===== src/rtl/hvsync_decoder_pkg.sv =====
// Shared video timing constants and types for the sync generator and decoder.
// Horizontal sync geometry sets the hpos reload value; the vsync line sets the vpos reload value.
package hvsync_decoder_pkg;

   localparam int DEF_H_DISPLAY  = 256;
   localparam int DEF_H_TOTAL    = 300;
   localparam int DEF_V_DISPLAY  = 240;
   localparam int DEF_V_TOTAL    = 262;

   localparam int H_SYNC_START   = 281;
   localparam int H_SYNC_WIDTH   = 16;
   localparam int V_SYNC_LINE    = 256;
   localparam int V_SYNC_LINES   = 3;

   // The generator drops hsync during its hpos=H_SYNC_START cycle, so the
   // receiver must present the following position after the edge.
   localparam int DEF_H_SYNC_HPOS = H_SYNC_START + 1;
   localparam int DEF_V_SYNC_VPOS = V_SYNC_LINE;

   localparam int DEF_LOCK_LINES = 4;
   localparam int DEF_H_TIMEOUT  = 600;

   localparam int POS_W    = 9;
   localparam int PERIOD_W = 10;

   typedef logic [POS_W-1:0]    pos_t;
   typedef logic [PERIOD_W-1:0] period_t;

   typedef struct packed {
      pos_t    hpos;
      pos_t    vpos;
      logic    display_on;
      logic    locked;
      period_t line_period;
      logic    frame_start;
   } vid_state_t;

   function automatic period_t period_sat_inc(input period_t v);
      return (v == '1) ? v : v + 1'b1;
   endfunction

endpackage


===== src/rtl/hvsync_decoder_if.sv =====
// Sync wires into the decoder and recovered timing out of it.
// master drives the sync pair; slave is the decoder.
interface hvsync_decoder_if;
   import hvsync_decoder_pkg::*;

   logic    hsync;
   logic    vsync;
   pos_t    hpos;
   pos_t    vpos;
   logic    display_on;
   logic    locked;
   period_t line_period;
   logic    frame_start;

   modport master (
      output hsync, vsync,
      input  hpos, vpos, display_on, locked, line_period, frame_start
   );

   modport slave (
      input  hsync, vsync,
      output hpos, vpos, display_on, locked, line_period, frame_start
   );

endinterface


===== src/rtl/hvsync_decoder_sync_edge_detect.sv =====
// Falling-edge detector on an active-low sync: zero latency, fall uses the current input.
// No backpressure; a level held low across reset release is not an edge.
module sync_edge_detect (
   input  logic clk,
   input  logic reset,
   input  logic sync,
   output logic fall
);

   logic sync_d;
   logic armed;

   // armed captures whether the line was high at reset release, so a line
   // still low from before reset must rise first before it can fall.
   always_ff @(posedge clk) begin
      if (reset) begin
         sync_d <= 1'b1;
         armed  <= sync;
      end else begin
         sync_d <= sync;
         armed  <= armed | sync;
      end
   end

   assign fall = armed & sync_d & ~sync;

endmodule


===== src/rtl/hvsync_decoder.sv =====
// Rebuilds hpos/vpos/display_on from active-low hsync/vsync, measures line period, reports lock.
// All outputs registered one cycle after the inputs; no backpressure, one sample per clk.
module hvsync_decoder
   import hvsync_decoder_pkg::*;
#(
   parameter int H_DISPLAY   = DEF_H_DISPLAY,
   parameter int H_TOTAL     = DEF_H_TOTAL,
   parameter int V_DISPLAY   = DEF_V_DISPLAY,
   parameter int V_TOTAL     = DEF_V_TOTAL,
   parameter int H_SYNC_HPOS = DEF_H_SYNC_HPOS,
   parameter int V_SYNC_VPOS = DEF_V_SYNC_VPOS,
   parameter int LOCK_LINES  = DEF_LOCK_LINES,
   parameter int H_TIMEOUT   = DEF_H_TIMEOUT
) (
   input  logic             clk,
   input  logic             reset,
   hvsync_decoder_if.slave  vid
);

   localparam int LOCK_W = $clog2(LOCK_LINES + 1);

   logic              hfall;
   logic              vfall;
   pos_t              hpos;
   pos_t              vpos;
   logic              display_on;
   logic              locked;
   logic              frame_start;
   period_t           line_period;
   period_t           cnt;
   logic [LOCK_W-1:0] lock_cnt;
   logic [LOCK_W-1:0] lock_cnt_nxt;
   logic              v_ok;
   logic              v_ok_nxt;
   logic              h_end;
   logic              h_wrap;
   logic              v_end;
   logic              h_on_time;
   logic              v_on_time;
   logic              timeout;

   sync_edge_detect u_hs_edge (
      .clk   (clk),
      .reset (reset),
      .sync  (vid.hsync),
      .fall  (hfall)
   );

   sync_edge_detect u_vs_edge (
      .clk   (clk),
      .reset (reset),
      .sync  (vid.vsync),
      .fall  (vfall)
   );

   assign h_end     = (hpos == pos_t'(H_TOTAL - 1));
   assign h_wrap    = h_end && !hfall;
   assign v_end     = (vpos == pos_t'(V_TOTAL - 1));
   assign h_on_time = (hpos == pos_t'(H_SYNC_HPOS - 1));
   assign v_on_time = (vpos == pos_t'(V_SYNC_VPOS));
   assign timeout   = !hfall && (cnt == period_t'(H_TIMEOUT));

   always_comb begin
      lock_cnt_nxt = lock_cnt;
      v_ok_nxt     = v_ok;
      if (hfall) begin
         if (!h_on_time) begin
            lock_cnt_nxt = '0;
         end else if (lock_cnt != LOCK_W'(LOCK_LINES)) begin
            lock_cnt_nxt = lock_cnt + 1'b1;
         end
      end
      if (vfall) begin
         v_ok_nxt = v_on_time;
      end
      // A missing hsync also invalidates the frame alignment.
      if (timeout) begin
         lock_cnt_nxt = '0;
         v_ok_nxt     = 1'b0;
      end
   end

   always_ff @(posedge clk) begin
      if (reset) begin
         hpos        <= '0;
         vpos        <= '0;
         display_on  <= 1'b0;
         frame_start <= 1'b0;
         line_period <= '0;
         cnt         <= '0;
         lock_cnt    <= '0;
         v_ok        <= 1'b0;
         locked      <= 1'b0;
      end else begin
         if (hfall) begin
            hpos <= pos_t'(H_SYNC_HPOS);
         end else if (h_end) begin
            hpos <= '0;
         end else begin
            hpos <= hpos + 1'b1;
         end

         if (vfall) begin
            vpos <= pos_t'(V_SYNC_VPOS);
         end else if (h_wrap) begin
            vpos <= v_end ? '0 : vpos + 1'b1;
         end

         display_on  <= (hpos < pos_t'(H_DISPLAY)) && (vpos < pos_t'(V_DISPLAY));
         frame_start <= h_wrap && v_end && !vfall;

         if (hfall) begin
            line_period <= cnt;
            cnt         <= period_t'(1);
         end else begin
            cnt <= period_sat_inc(cnt);
         end

         lock_cnt <= lock_cnt_nxt;
         v_ok     <= v_ok_nxt;
         locked   <= (lock_cnt_nxt == LOCK_W'(LOCK_LINES)) && v_ok_nxt;
      end
   end

   assign vid.hpos        = hpos;
   assign vid.vpos        = vpos;
   assign vid.display_on  = display_on;
   assign vid.locked      = locked;
   assign vid.line_period = line_period;
   assign vid.frame_start = frame_start;

endmodule


===== src/flat_wrapper.sv =====
// flat-port wrapper written by rule: the top's interface ports become plain ports
module hvsync_decoder_flat import hvsync_decoder_pkg::*;
#(
   parameter int H_DISPLAY   = DEF_H_DISPLAY,
   parameter int H_TOTAL     = DEF_H_TOTAL,
   parameter int V_DISPLAY   = DEF_V_DISPLAY,
   parameter int V_TOTAL     = DEF_V_TOTAL,
   parameter int H_SYNC_HPOS = DEF_H_SYNC_HPOS,
   parameter int V_SYNC_VPOS = DEF_V_SYNC_VPOS,
   parameter int LOCK_LINES  = DEF_LOCK_LINES,
   parameter int H_TIMEOUT   = DEF_H_TIMEOUT
)
  (clk, reset, vid_hsync, vid_vsync, vid_hpos, vid_vpos, vid_display_on, vid_locked, vid_line_period, vid_frame_start);
  hvsync_decoder_if vid_i ();
  input  logic clk;
  input  logic reset;
  input wire logic [$bits(vid_i.hsync)-1:0] vid_hsync;
  input wire logic [$bits(vid_i.vsync)-1:0] vid_vsync;
  output wire logic [$bits(vid_i.hpos)-1:0] vid_hpos;
  output wire logic [$bits(vid_i.vpos)-1:0] vid_vpos;
  output wire logic [$bits(vid_i.display_on)-1:0] vid_display_on;
  output wire logic [$bits(vid_i.locked)-1:0] vid_locked;
  output wire logic [$bits(vid_i.line_period)-1:0] vid_line_period;
  output wire logic [$bits(vid_i.frame_start)-1:0] vid_frame_start;
  assign vid_i.hsync = vid_hsync;
  assign vid_i.vsync = vid_vsync;
  assign vid_hpos = vid_i.hpos;
  assign vid_vpos = vid_i.vpos;
  assign vid_display_on = vid_i.display_on;
  assign vid_locked = vid_i.locked;
  assign vid_line_period = vid_i.line_period;
  assign vid_frame_start = vid_i.frame_start;
  hvsync_decoder #(.H_DISPLAY(H_DISPLAY), .H_TOTAL(H_TOTAL), .V_DISPLAY(V_DISPLAY), .V_TOTAL(V_TOTAL), .H_SYNC_HPOS(H_SYNC_HPOS), .V_SYNC_VPOS(V_SYNC_VPOS), .LOCK_LINES(LOCK_LINES), .H_TIMEOUT(H_TIMEOUT)) u_core (.clk(clk), .reset(reset), .vid(vid_i));
endmodule

===== config.mk =====
export PLATFORM = sky130hd
export DESIGN_NAME = hvsync_decoder_flat
export DESIGN_NICKNAME = d
export VERILOG_FILES = /design/src/rtl/hvsync_decoder_pkg.sv /design/src/rtl/hvsync_decoder_if.sv /design/src/rtl/hvsync_decoder_sync_edge_detect.sv /design/src/rtl/hvsync_decoder.sv /design/src/flat_wrapper.sv
export SDC_FILE = /design/constraint.sdc
export NUM_CORES = 1
export LEC_CHECK = 0
export CAP_MARGIN = 10
export CORE_MARGIN = 5
export CORE_UTILIZATION = 65
export DETAILED_ROUTE_END_ITERATION = 7
export DONT_BUFFER_PORTS = 1
export GPL_ROUTABILITY_DRIVEN = 1
export PLACE_DENSITY = 0.85
export SYNTH_ARGS = -nofsm -noshare
export SYNTH_HDL_FRONTEND = slang
export SYNTH_SLANG_ARGS = --single-unit

===== constraint.sdc =====
create_clock -name clk -period 6.1 [get_ports clk]
set_input_delay 0.61 -clock clk [delete_from_list [all_inputs] [get_ports clk]]
set_output_delay 0.61 -clock clk [all_outputs]
set_load 0.05 [all_outputs]

==> reports/metrics.csv <==
stage,metric,value,unit
run_status,status,"complete, no violations",
timing,final max-slew violation count,0,
logic_synthesis,Mapped Nets,269,
global_routing,antenna violations before repair,0,
logic_synthesis,Seq cells post-synth,49,
global_routing,met1 usage,26.3,%
critical_path,Worst setup EP type,flip-flop,
pwr,VDD IR max,158,uV
global_routing,first-pass GRT wire length,7.71,mm
logic_synthesis,number of synthesized flops with an enable pin,0,
logic_synthesis,sequential area share after synthesis,44.1,%
global_routing,M3 GR Usage,7.62,%
clock_network,Worst-Skew Late Latency,380,ps
job,maxcap violations,0,
logic_synthesis,async set-reset flop share out of synthesis,0,%
critical_path,CP max FO,8,
global_routing,GR peak layer,met2,
logic_synthesis,synthesized area,2230,sq um
die,starting density of the core,66.7,%
timing,setup TNS,0,ps
routing,vias per cell,6.10,
timing,final setup fails,0,
timing,Worst Max-Slew Pin Slew,823,ps
routing,DRT Pass-1 Iters,4,
logic_synthesis,Main synth FF type,dfxtp_1,
timing,"Hold Vio Cnt, Final",0,
critical_path,Startpoint Class,flip-flop,
clock_network,cts hold-fix bufs,0,
clock_network,CTS tree,done,
pwr,PD cells,237,nW/um^2
routing,Final ANT Viol Nets,0,
place,Final HPWL DP,3.47,mm
cells_and_area,share of layout cells above drive strength 1,5.93,%
clock_network,TritonCTS buffer count,5,
routing,Vias,1825,
cells_and_area,Layout area overhead,3.26,%
timing,RSZ-0062 raised after global routing,no,
die,die height,68.5,um
place,gpl congestion,0.821,
timing,Tcrit/Tclk final,42.4,%
clock_network,cts repair resizes,0,
cells_and_area,final net count,265,
critical_path,critical path arrival,2860,ps
timing,fmax,386,MHz
logic_synthesis,syn avg cell area,8.69,sq um
logic_synthesis,Cells after Synth,256,
min_path,HP Class,in2reg,
clock_network,Longest Clk Path Bufs,2,
timing,Final WS setup,3510,ps
pwr,final total power,0.000546,W
global_routing,Total GRT Usage,22.2,%
timing,Rel. slew slack,45.0,%
die,Core Footprint,3340,sq um
global_routing,met2 usage,36.1,%
die,io pins,35,
timing,min cycle time layout,2590,ps
clock_network,number of H-tree levels,2,
clock_network,clock sinks,49,
die,die area,4690,sq um
global_routing,largest net degree at the start of global routing,25,
routing,DRC errors left,0,
logic_synthesis,Yosys warning count,0,
global_routing,grt total ovfl,0,
routing,final WL,4.73,mm
critical_path,kind of critical path,reg2reg,
routing,post-detailed-route wirelength per cell,15.8,um
place,Buffers on Ports,0,
place,Setup Slack @ Placement,3540,ps
pwr,P_leak,0.776,nW
cells_and_area,ant diodes,0,
clock_network,root buf cell,clkbuf_4,
die,Die X,68.5,um
critical_path,worst endpoint required time,6370,ps
clock_network,clock-pin slew on the worst setup and hold paths,150,ps
logic_synthesis,count of cell types in the netlist,44,
clock_network,"Setup Fix Bufs, Post-CTS",0,
die,FP Rows,21,
timing,Final Skew,12.7,ps
global_routing,vias in the first global route,1682,
routing,initial DRC count,141,
-- layer usage --
metal / vias to the layer above / share of wire [%]
met5: - / 0
met4: 0 / 2.7
met3: 13 / 8.1
met2: 63 / 48
met1: 850 / 41
li1: 899 / -
-- registers in the layout, indices dropped and copies added, names as in the netlist, 3 cells and up --
register	count
u_core.cnt	10
u_core.vid.vpos	9
u_core.vid.line_period	10
u_core.lock_cnt	3
u_core.vid.hpos	9
-- final cells by class --
| cell class | count | area [sq um] |
|---|---|---|
| Sequential cell | 49 | 981 |
| Clock buffer | 5 | 37.5 |
| Tap cell | 46 | 57.6 |
| Fill cell | 278 | 1040 |
| Inverter | 10 | 37.5 |
| Clock inverter | 3 | 22.5 |
| Multi-Input combinational cell | 186 | 1160 |
-- synthesized netlist by cell type, drive strengths merged, types with 7 or more instances --
library cell  count  share of area (%)
a21oi            19                4.4
inv              10                1.7
nand3             9                2.0
dfxtp            49                 44
nor3              7                1.6
xnor2            12                4.7
clkbuf            9                1.6
ha                9                5.1
nor2             16                2.7
nor2b             7                2.0
nand2            36                6.1
nand4             9                2.5
-- worst paths after layout --
path                     startpoint                endpoint  slack (ps)  cells after the start
max              u_core.vid.hpos[8]      u_core.lock_cnt[2]        3510                      4
min                           reset      u_core.vid.vpos[8]         270                      1
max reg2reg      u_core.vid.hpos[8]      u_core.lock_cnt[2]        3510                      4
min reg2reg  u_core.u_hs_edge.armed  u_core.u_hs_edge.armed         490                      1
-- worst max-delay path, cell delays in order, from the launching register on --
cell and delay, ps:
dfxtp_1 710, or4b_1 630, nor4b_1 500, o21ai_0 260, a2111oi_0 390
-- report_power, final --
group	switching [W]	internal (W)
logic	0.0000223	0.0000141
clock network	0.000106	0.0000446
registers	0.0000288	0.000329
total	0.000157	0.000388
-- cells by family (layout without fill, tap and decap cells) --
logic type,after synthesis,after routing,synth area share (%)
simple gates,114,114,27.1
compound gates,47,47,13.7
fa+ha+maj,9,9,5.06
flops,49,49,44.1
buf+inv,21,18,3.71
mux,1,1,0.450
xor+xnor,15,15,5.90
-- stage by stage --
| stage | cells | hold slack (ps) | util [%] | instance area [sq um] |
|---|---|---|---|---|
| after detailed placement | 291 | 463 | 67.1 | 2240 |
| after global routing | 299 | 228 | 68.9 | 2300 |
| after floorplan | 256 | 441 | - | 2230 |
| after global placement | 291 | 448 | 67.1 | 2240 |
| final | 299 | 274 | 68.9 | 2300 |
| after CTS | 299 | 260 | 68.9 | 2300 |
-- placed cells by master (no fill, tap or decap), drive strengths merged, types with 4 or more instances in the layout --
cell	Yosys	layout
dfxtp	49	49
nand2	36	36
a21oi	19	19
nor2	16	16
xnor2	12	12
inv	10	10
nand4	9	9
nand3	9	9
ha	9	9
nor2b	7	7
nor3	7	7
nor4	5	5
a31oi	5	5
a211oi	5	5
clkbuf	9	5
o21ai	4	4
No activity file was read; power rests on OpenSTA's default activity.
